==> config.mk <==
export PLATFORM = sky130hd
export DESIGN_NAME = axi_stream_packet_arbiter
export DESIGN_NICKNAME = d
export VERILOG_FILES = /design/src/rtl/axi_stream_packet_arbiter.sv
export SDC_FILE = /design/constraint.sdc
export NUM_CORES = 1
export LEC_CHECK = 0
export BUFFER_PORTS_ARGS = -buffer_cell sky130_fd_sc_hd__buf_4
export CAP_MARGIN = 20
export CELL_PAD_IN_SITES_DETAIL_PLACEMENT = 1
export CELL_PAD_IN_SITES_GLOBAL_PLACEMENT = 1
export CORE_MARGIN = 5
export CORE_UTILIZATION = 18
export CTS_CLUSTER_DIAMETER = 80
export DETAILED_ROUTE_END_ITERATION = 12
export PLACE_DENSITY = 0.95
export SYNTH_ARGS = -nofsm -noshare
export SYNTH_HDL_FRONTEND = slang
export SYNTH_SLANG_ARGS = --single-unit
==> constraint.sdc <==
create_clock -name clk -period 4.7 [get_ports clk]
set_clock_uncertainty 0.05 [all_clocks]
set_input_delay 0.47 -clock clk [delete_from_list [all_inputs] [get_ports clk]]
set_output_delay 0.47 -clock clk [all_outputs]
set_load 0.005 [all_outputs]
==> src/rtl/axi_stream_packet_arbiter.sv <==
// Packet-level round-robin arbiter feeding one header-insert datapath.
// One requester owns the payload and header paths until its last beat and single header are accepted.
//
// state    | meaning
// IDLE     | no owner; round-robin pick among payload requesters
// LOCKED   | owner's payload and header forwarded independently
// HDR_WAIT | last beat accepted, waiting only for the owner's header
module axi_stream_packet_arbiter #(
  parameter int NUM_REQ         = 2,
  parameter int DATA_WIDTH      = 32,
  parameter int DATA_BYTE_WIDTH = DATA_WIDTH / 8,
  parameter int BYTE_CNT_WIDTH  = $clog2(DATA_BYTE_WIDTH),
  parameter int IDX_WIDTH       = (NUM_REQ > 1) ? $clog2(NUM_REQ) : 1
) (
  input  logic                                 clk,
  input  logic                                 rst,
  input  logic [NUM_REQ-1:0]                   valid_in,
  input  logic [NUM_REQ*DATA_WIDTH-1:0]        data_in,
  input  logic [NUM_REQ*DATA_BYTE_WIDTH-1:0]   keep_in,
  input  logic [NUM_REQ-1:0]                   last_in,
  output logic [NUM_REQ-1:0]                   ready_in,
  input  logic [NUM_REQ-1:0]                   valid_hdr,
  input  logic [NUM_REQ*DATA_WIDTH-1:0]        data_hdr,
  input  logic [NUM_REQ*DATA_BYTE_WIDTH-1:0]   keep_hdr,
  input  logic [NUM_REQ*BYTE_CNT_WIDTH-1:0]    cnt_hdr,
  output logic [NUM_REQ-1:0]                   ready_hdr,
  output logic                                 valid_out,
  output logic [DATA_WIDTH-1:0]                data_out,
  output logic [DATA_BYTE_WIDTH-1:0]           keep_out,
  output logic                                 last_out,
  input  logic                                 ready_out,
  output logic                                 valid_insert,
  output logic [DATA_WIDTH-1:0]                data_insert,
  output logic [DATA_BYTE_WIDTH-1:0]           keep_insert,
  output logic [BYTE_CNT_WIDTH-1:0]            byte_insert_cnt,
  input  logic                                 ready_insert,
  output logic [IDX_WIDTH-1:0]                 grant_idx,
  output logic                                 busy
);

  typedef enum logic [1:0] {
    IDLE     = 2'd0,
    LOCKED   = 2'd1,
    HDR_WAIT = 2'd2
  } state_t;

  state_t               state;
  logic [IDX_WIDTH-1:0] rr_ptr;
  logic                 hdr_pend;
  logic                 pay_done;

  logic [DATA_WIDTH-1:0]      pay_data [NUM_REQ];
  logic [DATA_BYTE_WIDTH-1:0] pay_keep [NUM_REQ];
  logic [DATA_WIDTH-1:0]      hdr_data [NUM_REQ];
  logic [DATA_BYTE_WIDTH-1:0] hdr_keep [NUM_REQ];
  logic [BYTE_CNT_WIDTH-1:0]  hdr_cnt  [NUM_REQ];

  for (genvar i = 0; i < NUM_REQ; i++) begin : g_slice
    assign pay_data[i] = data_in[i*DATA_WIDTH +: DATA_WIDTH];
    assign pay_keep[i] = keep_in[i*DATA_BYTE_WIDTH +: DATA_BYTE_WIDTH];
    assign hdr_data[i] = data_hdr[i*DATA_WIDTH +: DATA_WIDTH];
    assign hdr_keep[i] = keep_hdr[i*DATA_BYTE_WIDTH +: DATA_BYTE_WIDTH];
    assign hdr_cnt[i]  = cnt_hdr[i*BYTE_CNT_WIDTH +: BYTE_CNT_WIDTH];
  end

  // Transparent mux on the registered owner: a stable source gives stable outputs during a stall.
  assign data_out        = pay_data[grant_idx];
  assign keep_out        = pay_keep[grant_idx];
  assign last_out        = last_in[grant_idx];
  assign data_insert     = hdr_data[grant_idx];
  assign keep_insert     = hdr_keep[grant_idx];
  assign byte_insert_cnt = hdr_cnt[grant_idx];

  assign valid_out    = (state == LOCKED) && !pay_done && valid_in[grant_idx];
  assign valid_insert = (state != IDLE) && hdr_pend && valid_hdr[grant_idx];

  logic pay_hs, last_hs, hdr_hs, pay_ok, hdr_ok;
  assign pay_hs  = valid_out && ready_out;
  assign last_hs = pay_hs && last_out;
  assign hdr_hs  = valid_insert && ready_insert;
  assign pay_ok  = pay_done || last_hs;
  assign hdr_ok  = !hdr_pend || hdr_hs;

  always_comb begin
    ready_in = '0;
    if (state == LOCKED && !pay_done) ready_in[grant_idx] = ready_out;
  end

  always_comb begin
    ready_hdr = '0;
    if (state != IDLE && hdr_pend) ready_hdr[grant_idx] = ready_insert;
  end

  // Scan rr_ptr+1, rr_ptr+2, ... with wrap; the first requester found wins.
  logic                 arb_hit;
  logic [IDX_WIDTH-1:0] arb_idx;
  logic [IDX_WIDTH-1:0] cand;

  always_comb begin
    arb_hit = 1'b0;
    arb_idx = '0;
    cand    = rr_ptr;
    for (int k = 0; k < NUM_REQ; k++) begin
      cand = (cand == IDX_WIDTH'(NUM_REQ - 1)) ? '0 : cand + IDX_WIDTH'(1);
      if (!arb_hit && valid_in[cand]) begin
        arb_hit = 1'b1;
        arb_idx = cand;
      end
    end
  end

  always_ff @(posedge clk) begin
    if (rst) begin
      state     <= IDLE;
      grant_idx <= '0;
      rr_ptr    <= IDX_WIDTH'(NUM_REQ - 1);
      hdr_pend  <= 1'b0;
      pay_done  <= 1'b0;
      busy      <= 1'b0;
    end else begin
      case (state)
        IDLE: begin
          if (arb_hit) begin
            grant_idx <= arb_idx;
            hdr_pend  <= 1'b1;
            pay_done  <= 1'b0;
            state     <= LOCKED;
            busy      <= 1'b1;
          end
        end
        LOCKED: begin
          if (hdr_hs)  hdr_pend <= 1'b0;
          if (last_hs) pay_done <= 1'b1;
          if (pay_ok && hdr_ok) begin
            state  <= IDLE;
            rr_ptr <= grant_idx;
            busy   <= 1'b0;
          end else if (last_hs) begin
            state <= HDR_WAIT;
          end
        end
        HDR_WAIT: begin
          if (hdr_hs) begin
            hdr_pend <= 1'b0;
            state    <= IDLE;
            rr_ptr   <= grant_idx;
            busy     <= 1'b0;
          end
        end
        default: begin
          state <= IDLE;
          busy  <= 1'b0;
        end
      endcase
    end
  end

endmodule

Word-level counts from Yosys, hierarchy flattened
Index checks and enable logic that the tools add are counted.
{"block": "word_totals", "register_bits": 7, "latch_bits": 0, "mem_bits_rw": 0, "romBits": 0, "in_bits": 158, "wordCells": 102, "memories": 0}
{"block": "classes", "addsub": 2, "multipliers": 0, "n_div": 0, "magnitude_cmp": 5, "n_eq_ne": 8, "shifts": 0, "mux": 51, "n_bitwise": 3, "reduce_logical": 27}
{"operator": "2-to-1 mux 32 bit", "count": 6}
{"operator": "2-to-1 mux 1 bit", "count": 24}
{"operator": "2-to-1 mux 4 bit", "count": 6}
{"operator": "2-to-1 mux 2 bit", "count": 9}
{"operator": "AND reduction 3 bit", "count": 5}
{"operator": "logical AND 1 bit", "count": 10}
{"operator": "nonzero test 2 bit", "count": 4}
{"operator": "less-than comparator 1 x 2 -> 1 bit, second input constant", "count": 3}
{"operator": "inequality test 2 bit, second input constant", "count": 3}
{"operator": "one-hot mux 1 bit (2 select lines)", "count": 3}
{"operator": "one-hot mux 2 bit (3 select lines)", "count": 1}
{"operator": "AND 2 bit", "count": 2}
{"operator": "inequality test 2 x 1 -> 1 bit, second input constant", "count": 2}
{"operator": "zero test 1 bit", "count": 3}
{"operator": "inequality test 3 x 2 -> 1 bit, second input constant", "count": 1}
{"operator": "one-hot mux 1 bit (3 select lines)", "count": 1}
{"operator": "adder 1 bit, second input constant", "count": 2}
{"operator": "equality test 2 x 1 -> 1 bit, second input constant", "count": 1}
{"operator": "equality test 2 bit, second input constant", "count": 1}
{"operator": ">= comparator 2 bit, second input constant", "count": 1}
{"operator": "zero test 2 bit", "count": 1}
{"operator": "logical OR 1 bit", "count": 2}
{"operator": "NOT 1 -> 2 bit", "count": 1}
{"operator": "AND reduction 2 bit", "count": 1}
{"operator": "other kinds (3)", "count": 3}

Longest topological paths before layout
Gate-level depths: netlist (run 1).
{"block": "depth", "word_depth": 10, "mapped_depth": 7, "mapped_depth_nobuf": 6}

Worst setup path before layout (run 1)
Ideal clock, no wire load.
{"block": "synth_timing", "kind": "register -> output", "from": "register state[0]", "to": "output port ready_hdr[0]", "t_arrival_ns": 1.168, "path_slack_ns": 3.012, "stages_incl_launch_ff": 6, "path_buffers": 1, "path_cell_list": "dfxtp_1 -> inv_1 -> ha_1 -> buf_2 -> and3b_1 -> nor2b_1"}
{"block": "synth_via", "elab_chain_cells": 3}
{"element": "start, declared", "line": "47", "text": "state_t state;"}
{"element": "start signal, assigned", "line": "114", "text": "state <= IDLE;"}
{"element": "start signal, assigned", "line": "127", "text": "state <= LOCKED;"}
{"element": "start signal, assigned", "line": "135", "text": "state <= IDLE;"}
{"element": "nonzero test 2 bit", "line": "91", "text": "if (state != IDLE && hdr_pend) ready_hdr[grant_idx] = ready_insert;"}
{"element": "logical AND 1 bit", "line": "91"}
{"element": "2-to-1 mux 2 bit", "line": "91"}
{"element": "end, declared", "line": "26", "text": "output logic [NUM_REQ-1:0] ready_hdr,"}
Every way passes these cells.

Worst setup path after layout (run 1)
{"block": "layout_timing", "from": "register grant_idx", "to": "output port valid_insert"}
{"block": "layout_via", "elab_chain_cells": 3}
{"element": "start, declared", "line": "37", "text": "output logic [IDX_WIDTH-1:0] grant_idx,"}
{"element": "start signal, assigned", "line": "124", "text": "grant_idx <= arb_idx;"}
{"element": "2-to-1 mux 1 bit (not written as such) (2 in a row)", "line": "75", "text": "assign valid_insert = (state != IDLE) && hdr_pend && valid_hdr[grant_idx];"}
{"element": "logical AND 1 bit", "line": "75"}
{"element": "end, declared", "line": "32", "text": "output logic valid_insert,"}
Every way passes these cells. The select of a mux whose other input is x is not followed.

==> results of run 1 <==
==> power by group through the flow <==
stage               sequential [mW]  combinational [mW]  clock, mW
floorplan                    0.0892               0.305          0
global placement              0.140               0.553          0
detailed placement            0.144               0.568          0
CTS                           0.143               0.572     0.0903
global route                  0.149               0.607     0.0936
finish                        0.142               0.562     0.0870
==> cells in the final DEF (no fill, tap or decap), drive strengths merged, types with 2 or more instances in the layout <==
| cell | n |
|---|---|
| mux2 | 77 |
| nand2 | 6 |
| buf | 240 |
| nand2b | 2 |
| inv | 4 |
| nor2b | 2 |
| and2 | 2 |
| nor2 | 6 |
| clkbuf | 3 |
| nor3 | 2 |
| a21oi | 3 |
| mux2i | 3 |
| dfxtp | 7 |
| o21ai | 2 |
| ha | 3 |
| and3b | 2 |
==> metrics by stage <==
| stage | total power, mW | std cells | hold slack (ns) | util [%] | worst slack [ns] |
|---|---|---|---|---|---|
| floorplan | 0.3938 | 145 | 0.4021 | - | 3.012 |
| global placement | 0.6934 | 477 | 0.4098 | 42.81 | 2.454 |
| detailed placement | 0.7115 | 477 | 0.4395 | 42.81 | 2.421 |
| CTS | 0.8046 | 481 | 0.3867 | 43.41 | 2.155 |
| global route | 0.8500 | 481 | 0.4045 | 43.41 | 2.052 |
| finish | 0.7909 | 481 | 0.3920 | 43.41 | 2.137 |
==> cell families after synthesis <==
kind of cell / share of synthesized area [%]
AO/OA/AOI/OAI: 9.361
adder cells (fa/ha/maj): 2.625
buffers and inverters: 4.899
flip-flops: 9.798
multiplexers: 63.25
AND/OR/NAND/NOR: 10.06
==> how the worst max path moves through the flow <==
stage	slack (ns)	depth (start not counted)	end	start
final	2.14	3	valid_insert	grant_idx$_SDFFE_PP0P_
after CTS	2.16	3	valid_insert	grant_idx$_SDFFE_PP0P_
after detailed placement	2.42	3	valid_insert	grant_idx$_SDFFE_PP0P_
after floorplan	3.01	5	ready_hdr[0]	state[0]$_SDFFE_PP0P_
after global routing	2.05	3	valid_insert	grant_idx$_SDFFE_PP0P_
after global placement	2.45	3	valid_insert	grant_idx$_SDFFE_PP0P_
==> layout make-up <==
class	instances	area share, %
repair buffers	240	53.71
clock buffers	3	1.231
flip-flops and latches	7	4.289
clock inverters	1	0.1492
well taps	102	3.805
multi-input cells	124	36.37
inverters	4	0.4476
==> critical path, cell delays in order (launching register included) <==
cell and delay (ns):
dfxtp_4 1.00, mux2_4 0.39, and3b_1 0.19, buf_4 0.13
==> registers in the layout (all words and copies together), names as in the netlist <==
name,cells
busy,1
grant_idx,1
hdr_pend,1
pay_done,1
rr_ptr,1
state,2
==> routing by layer <==
metal	global-route usage, %	wire length, um	vias up
met5	0	0	-
met4	2.836	114	0
met3	5.820	827	10
met2	31.40	4767	111
met1	15.23	2726	969
li1	-	-	1012
==> impl_metrics.toml, run 1 <==
[timing]
setup_viol = 0
worstMarginPinSlew_ns = 1.051
finalHoldViolations = 0
final_max_slew_viol_count = 0
finalCritPeriodShare_pct = 54.53
rsz0062_at_grt = "false"
slew_headroom_pct = 29.92
max_freq_mhz = 390.2
tns_ns = 0
period_needed_ns = 2.563

[hold_path]
whs_path_depth = 2
worstHoldPathType = "input pin to register"
min-delay-start = "rst"
min_to = "grant_idx$_SDFFE_PP0P_"

[cts]
clk_pin_slew_worst_paths_ns = 0.04
cts_tree = "built"
cts_resized = 0
cts_setup_buffers = 0
cts_htree_levels = 1
clock_sinks = 7
cts_buffers = 3
clockRootBuffer = "clkbuf_8"
cts_hold_buf = 0
clk_latency_ns = 0.23
clockBufferDepth = 2

[placement]
dp_hpwl_um = 7564
gp_congestion = 0.8383
port_buffers = 240
place_area_um2 = 3308

[floorplan]
coreArea_um2 = 7727
dieArea_um2 = 9828
die_h_um = 99.14
initial_utilization_pct = 18.51
die_x_um = 99.14
num_rows = 32
io_pins = 241

[yosys]
synth_cell_types = 34
synth-edff-count = 0
ys_ff_latch = 7
yosys_warnings = 0
syn_area_um2 = 1430
synth_most_common_cell = "mux2_2"
synth_top_area_share_pct = 59.06
syn_inst = 145
synth.area.top_cells = "mux2_2 (59%), dfxtp_1 (9.8%), buf_2 (2.8%), ha_1 (2.6%), mux2i_1 (2.1%)"
syn_avg_cell_area_um2 = 9.863
synth_nets = 306
ys_seq_area_share_pct = 9.799
yosys.area.top_type = "mux2_2"
yosys-top-cells-count = "mux2_2 (75), buf_2 (8), dfxtp_1 (7)"
async_reset_ff_share_pct = 0
ys.flop_type = "dfxtp_1"

[grt]
grt_pass1_vias = 2439
grt_remaining_overflow = 0
grt_max_degree = 85
grt_pass1_wl_um = 12410
grt_util_all_layers_pct = 15.68
antenna_found_initial = 0

[critical_path]
crit_path_start_kind = "register"
r2r_start = "grant_idx$_SDFFE_PP0P_"
end_kind = "output pin"
worstPathRequired_ns = 4.18
rr_worst_depth = 4
path_class = "register to output pin"
r2r_slack_ns = 2.57
worstPathArrival_ns = 2.04
crit_fanout = 84
r2r-end = "state[0]$_SDFFE_PP0P_"

[run]
cap_violations = 0

[drt]
drt_wl_total_um = 8436
vias_per_cell = 4.370
drt_first_pass_iters = 4
first_iter_violations = 18
postRouteAntennaNets = 0
num_vias = 2102
wl_per_cell_um = 17.54
drcViolationCount = 0

[run_status]
status = "complete, no violations"

[cells_and_area]
nFillCells = 921
multiInputGateArea_um2 = 1220
regArea_um2 = 143.9
area_delta_synth_final_pct = 134.6
nets = 541
layout-drive-gt1-share_pct = 86.02
finalInstanceArea_um2 = 3354
antennaDiodeCount = 0

[power_and_ir_drop]
p_comb_share_pct = 71.1
leakagePower_nw = 1.676
power_density_nw_per_um2 = 235.8
irDropWorstVdd_uv = 94.69
swShare_pct = 34.88
p_switching_mw = 0.2758
clkPwrFrac_pct = 11.0
p_seq_share_pct = 17.9
p_int_mw = 0.5151
No activity file was read; power rests on OpenSTA's default activity.
==> inputs of run 2 (changes only) <==
- ABC_AREA: unset -> 1
- CORE_UTILIZATION: 18 -> 14
- PLACE_DENSITY: 0.95 -> 0.9
- clock period: 4.7 -> 2.6 ns (I/O delays scaled with it)
==> run 2 against run 1 <==
Setup slack got worse by 1.4 ns. Combinational power rose by 110%. Clock-buffer cell count rose by 1. Largest cell class unchanged.
==> impl_metrics.toml, run 2 <==
[yosys]
ys.flop_type = "dfxtp_1"
syn_area_um2 = 1420
synth_top_family_by_area = "simple AND/OR/NAND/NOR gates"
ys_ff_latch = 7
async_reset_ff_share_pct = 0
muxShareOfSynthArea_pct = 0
ys_seq_area_share_pct = 9.868
synth-simple-area-share_pct = 73.39
syn_inst = 321
synth_compound_gate_area_share_pct = 4.405
yosys-top-cells-count = "nand2_1 (241), inv_1 (17), clkbuf_1 (9)"
synth_cell_types = 21
syn_avg_cell_area_um2 = 4.424
synth_top_area_share_pct = 63.70
synth-edff-count = 0
synth_nets = 482
synth_xor_area_share_pct = 0
synthAdderAreaFrac_pct = 2.643
yosys.area.top_type = "nand2_1"
synth.area.top_cells = "nand2_1 (64%), dfxtp_1 (9.9%), inv_1 (4.5%), ha_1 (2.6%), clkbuf_1 (2.4%)"
yosys_warnings = 0
synth_most_common_cell = "nand2_1"

[cells_and_area]
area_delta_synth_final_pct = 139.0
regMostFlops = "state"
multiInputGateArea_um2 = 1142
layout_common_cells = "buf_4 (244), nand2_1 (241), inv_1 (17)"
nets = 714
antennaDiodeCount = 0
nFillCells = 1365
largest_reg_flops = 2
layout_commonest_cell = "buf_4"
layout-drive-gt1-share_pct = 46.74
regArea_um2 = 141.4

[grt]
grt_use_met3_pct = 5.895
busiest_layer = "met2"
grt_pass1_wl_um = 15250
grt_util_all_layers_pct = 14.83
antenna_found_initial = 0
use_met1_pct = 14.52
grt_pass1_vias = 3123
use_met2_pct = 28.11
grt_max_degree = 60
grt_remaining_overflow = 0

[drt]
num_vias = 2870
postRouteAntennaNets = 0
drt_first_pass_iters = 4
vias_per_cell = 4.190
first_iter_violations = 158
wl_per_cell_um = 14.12
drcViolationCount = 0
drt_wl_total_um = 9670

[floorplan]
die_h_um = 110.7
coreArea_um2 = 9819
initial_utilization_pct = 14.46
dieArea_um2 = 12260
io_pins = 241
num_rows = 36
die_x_um = 110.7

[power_and_ir_drop]
irDropWorstVdd_uv = 140.8
power_density_nw_per_um2 = 436.3
leakagePower_nw = 2.101

[critical_path]
crit_path_start_kind = "register"
worstPathRequired_ns = 2.29
worstPathArrival_ns = 1.59
startpoint = "grant_idx$_SDFFE_PP0P_"
end_kind = "output pin"
r2r_start = "state[0]$_SDFFE_PP0P_"
crit_fanout = 29
path_class = "register to output pin"

[timing]
tns_ns = 0
finalCritPeriodShare_pct = 73.25
final_max_slew_viol_count = 0
worstMarginPinSlew_ns = 0.5660
finalHoldViolations = 0
setup_viol = 0
slew_headroom_pct = 62.27
rsz0062_at_grt = "false"
max_freq_mhz = 525.0
whs_ns = 0.1980
period_needed_ns = 1.905

[cts]
clk_pin_slew_worst_paths_ns = 0.04
cts_htree_levels = 1
clockRootBuffer = "clkbuf_8"
cts_hold_buf = 0
clk_latency_ns = 0.23
cts_tree = "built"
cts_buffers = 3
cts_setup_buffers = 0
clockBufferDepth = 2
clock_sinks = 7
cts_resized = 0

[run]
cap_violations = 0

[placement]
port_buffers = 240
dp_hpwl_um = 8500
gp_congestion = 0.8739

[run_status]
status = "complete, no violations"

[hold_path]
min-delay-start = "rst"
worstHoldPathType = "input pin to register"
[run 2: final cells by class]
type / count / share of cell area [%]
clock buffers: 4 / 1.327
inverters: 18 / 1.990
multi-input cells: 279 / 33.65
flip-flops and latches: 7 / 4.165
well taps: 133 / 4.902
repair buffers: 244 / 53.96
[run 2: per-layer routing]
layer  up-vias  part of all wire (%)  wire [um]
met2       175                    50       4877
met4         0                   2.9        281
met3        17                    11       1081
met5         -                     0          0
met1      1255                    35       3429
li1       1423                     -          -
[run 2: path summary, 6_finish.rpt]
path / end / slack (ns) / depth (start not counted)
max: data_out[25] / 0.70 / 5
min: grant_idx$_SDFFE_PP0P_ / 0.20 / 2
max reg2reg: state[0]$_SDFFE_PP0P_ / 0.77 / 10
min reg2reg: busy$_SDFFE_PP0P_ / 0.43 / 2
[run 2: power by group]
group          internal, mW  total (mW)  leakage, nW  switching (mW)
combinational         0.587        1.16         2.02           0.575
clock                 0.106       0.158       0.0228          0.0513
sequential            0.139       0.162       0.0580          0.0228
[run 2: logic make-up (layout without fill, tap and decap cells)]
kind of cell / after synthesis / count (layout)
AOI/OAI and AO/OA: 11 / 11
adders and majority gates: 3 / 3
DFF: 7 / 7
buffers and inverters: 35 / 266
and+or+nand+nor: 265 / 265
[run 2: worst max-delay path, cell delays in order, from the launching register on]
cell and delay, ns:
dfxtp_2 0.32, inv_2 0.36, buf_4 0.39, nand2_1 0.09
nand2_1 0.08, buf_4 0.11
[run 2: metrics by stage]
step           area [um2]  power, mW  worst slack [ns]  std cells  utilization [%]
4_1_cts              3395      1.511            0.6471        685            34.57
5_1_grt              3395      1.630            0.4955        685            34.57
6_report             3395      1.481            0.6954        685            34.57
2_1_floorplan        1420     0.6683             1.073        321                -
3_5_place_dp         3349      1.344            0.8013        681            34.11
3_3_place_gp         3349      1.300            0.9304        681            34.11
==> inputs of run 3 (changes only) <==
- clock period: 2.6 -> 1.84 ns (I/O delays scaled with it)
==> run 3 against run 2 <==
Global-route usage increased by 0.37 points. First-iteration DRC count fell by 3.8%. Clock-buffer cell count unchanged. Largest power group unchanged.
==> impl_metrics.toml, run 3 (synthesized netlist as in run 2, its figures left out) <==
[run_status]
status = "complete, no violations"

[cts]
cts_tree = "built"
cts_htree_levels = 1
cts_buffers = 3
clk_latency_ns = 0.24
clk_pin_slew_worst_paths_ns = 0.05
clockBufferDepth = 2
clock_sinks = 7
clockRootBuffer = "clkbuf_8"

[drt]
top_layer = "met4"
vias_per_cell = 4.172
postRouteAntennaNets = 0
drt_wl_total_um = 9985
wl_met3_um = 1037
m1WireLength_um = 3711
num_vias = 2866
drt_first_pass_iters = 4
wl_met2_um = 5075
drcViolationCount = 0
wl_per_cell_um = 14.53
first_iter_violations = 152

[cells_and_area]
largest_reg_flops = 2
nFillCells = 1353
nets = 716
regMostFlops = "state"
area_delta_synth_final_pct = 143.8
multiInputGateArea_um2 = 1195
antennaDiodeCount = 0
layout_common_cells = "buf_4 (246), nand2_1 (239), inv_1 (15)"
regArea_um2 = 141.4
layout-drive-gt1-share_pct = 48.74
layout_commonest_cell = "buf_4"
finalInstanceArea_um2 = 3462

[critical_path]
r2r_start = "state[1]$_SDFFE_PP0P_"
worstPathArrival_ns = 1.86
r2r-end = "busy$_SDFFE_PP0P_"
rr_worst_depth = 10
path_cells = "inv_2 -> ha_1 -> nand2_1 -> nor2_4 -> nand2_2 -> nand2_2 -> nand2_1 -> nor2_2 -> nand2_1 -> a21oi_1"
end_kind = "register"
endpoint = "busy$_SDFFE_PP0P_"
crit_family = "simple AND/OR/NAND/NOR gates"
worstPathRequired_ns = 1.96
crit_path_start_kind = "register"
path_class = "register to register"
path_common_cell = "nand2_1"
startpoint = "state[1]$_SDFFE_PP0P_"
path_depth = 10
r2r_slack_ns = 0.1
cpPeakStageDelay_ns = 0.32
worst-path-buf-inv = 1
crit_fanout = 4
cp_slowest_cell = "dfxtp_1"

[timing]
final_max_slew_viol_count = 0
max_freq_mhz = 574.1
whs_ns = 0.1274
worstMarginPinSlew_ns = 0.4608
slew_headroom_pct = 68.95
setup_viol = 0
finalCritPeriodShare_pct = 94.66
finalHoldViolations = 0
period_needed_ns = 1.742

[floorplan]
die_h_um = 110.7
dieArea_um2 = 12260
initial_utilization_pct = 14.46
num_rows = 36
coreArea_um2 = 9819
die_x_um = 110.7
io_pins = 241

[hold_path]
whs_path_depth = 2
worstHoldPathType = "input pin to register"

[grt]
grt_max_degree = 41
antenna_found_initial = 0
grt_util_all_layers_pct = 15.20
grt_pass1_wl_um = 15600
grt_pass1_vias = 3030
grt_remaining_overflow = 0

[power_and_ir_drop]
irDropWorstVdd_uv = 203.5
leakagePower_nw = 2.119
power_density_nw_per_um2 = 632.1

[placement]
gp_congestion = 0.8678
port_buffers = 240
dp_hpwl_um = 8683
place_area_um2 = 3357

[run]
cap_violations = 0
==> run 3: cell types whose count changed in the layout (fill, tap and decap cells not counted), sizes merged <==
cell / delta
buf: +2
==> run 3: cell type report <==
class	count	area share [%]
multi-input cells	279	34.51
clock buffers	4	1.301
inverters	18	1.952
flip-flops and latches	7	4.084
repair buffers	246	53.34
well taps	133	4.807
==> run 3: how the worst min path moves through the flow <==
stage | end | start
final | grant_idx$_SDFFE_PP0P_ | rst
after global routing | busy$_SDFFE_PP0P_ | rst
after CTS | grant_idx$_SDFFE_PP0P_ | rst
after detailed placement | grant_idx$_SDFFE_PP0P_ | rst
after global placement | grant_idx$_SDFFE_PP0P_ | rst
after floorplan | busy$_SDFFE_PP0P_ | rst
==> run 3: per-stage QoR <==
step / power (mW) / std cells / util (%) / setup slack, ns / setup TNS (ns)
6_report: 2.188 / 687 / 35.26 / 0.09820 / 0
5_1_grt: 2.397 / 687 / 35.26 / -0.004723 / -0.004723
4_1_cts: 2.158 / 686 / 34.70 / 0.001174 / 0
3_5_place_dp: 1.906 / 682 / 34.19 / 0.01827 / 0
3_3_place_gp: 1.832 / 682 / 34.19 / 0.1943 / 0
2_1_floorplan: 0.9444 / 321 / - / 0.3135 / 0
==> run 3: layer usage <==
metal | global-route usage (%) | up-vias
met5 | 0 | -
met1 | 15.72 | 1264
met4 | 3.366 | 0
met2 | 28.88 | 169
li1 | - | 1424
met3 | 5.731 | 9
==> run 3: report_power, final <==
part / leakage, nW / internal, mW / total, mW / switching, mW
combinational: 2.04 / 0.863 / 1.71 / 0.847
clock: 0.0228 / 0.152 / 0.239 / 0.0873
sequential: 0.0580 / 0.197 / 0.240 / 0.0434
==> run 3: repair_timing <==
| item | 4_1_cts | 5_1_grt |
|---|---|---|
| setup endpoints to repair | 1 | 5 |
| hold buffers | 0 | 0 |
| resized for setup | 1 | 12 |
| pin swaps | 0 | 6 |
| cloned | 0 | 0 |
| buffers inserted | 0 | 1 |
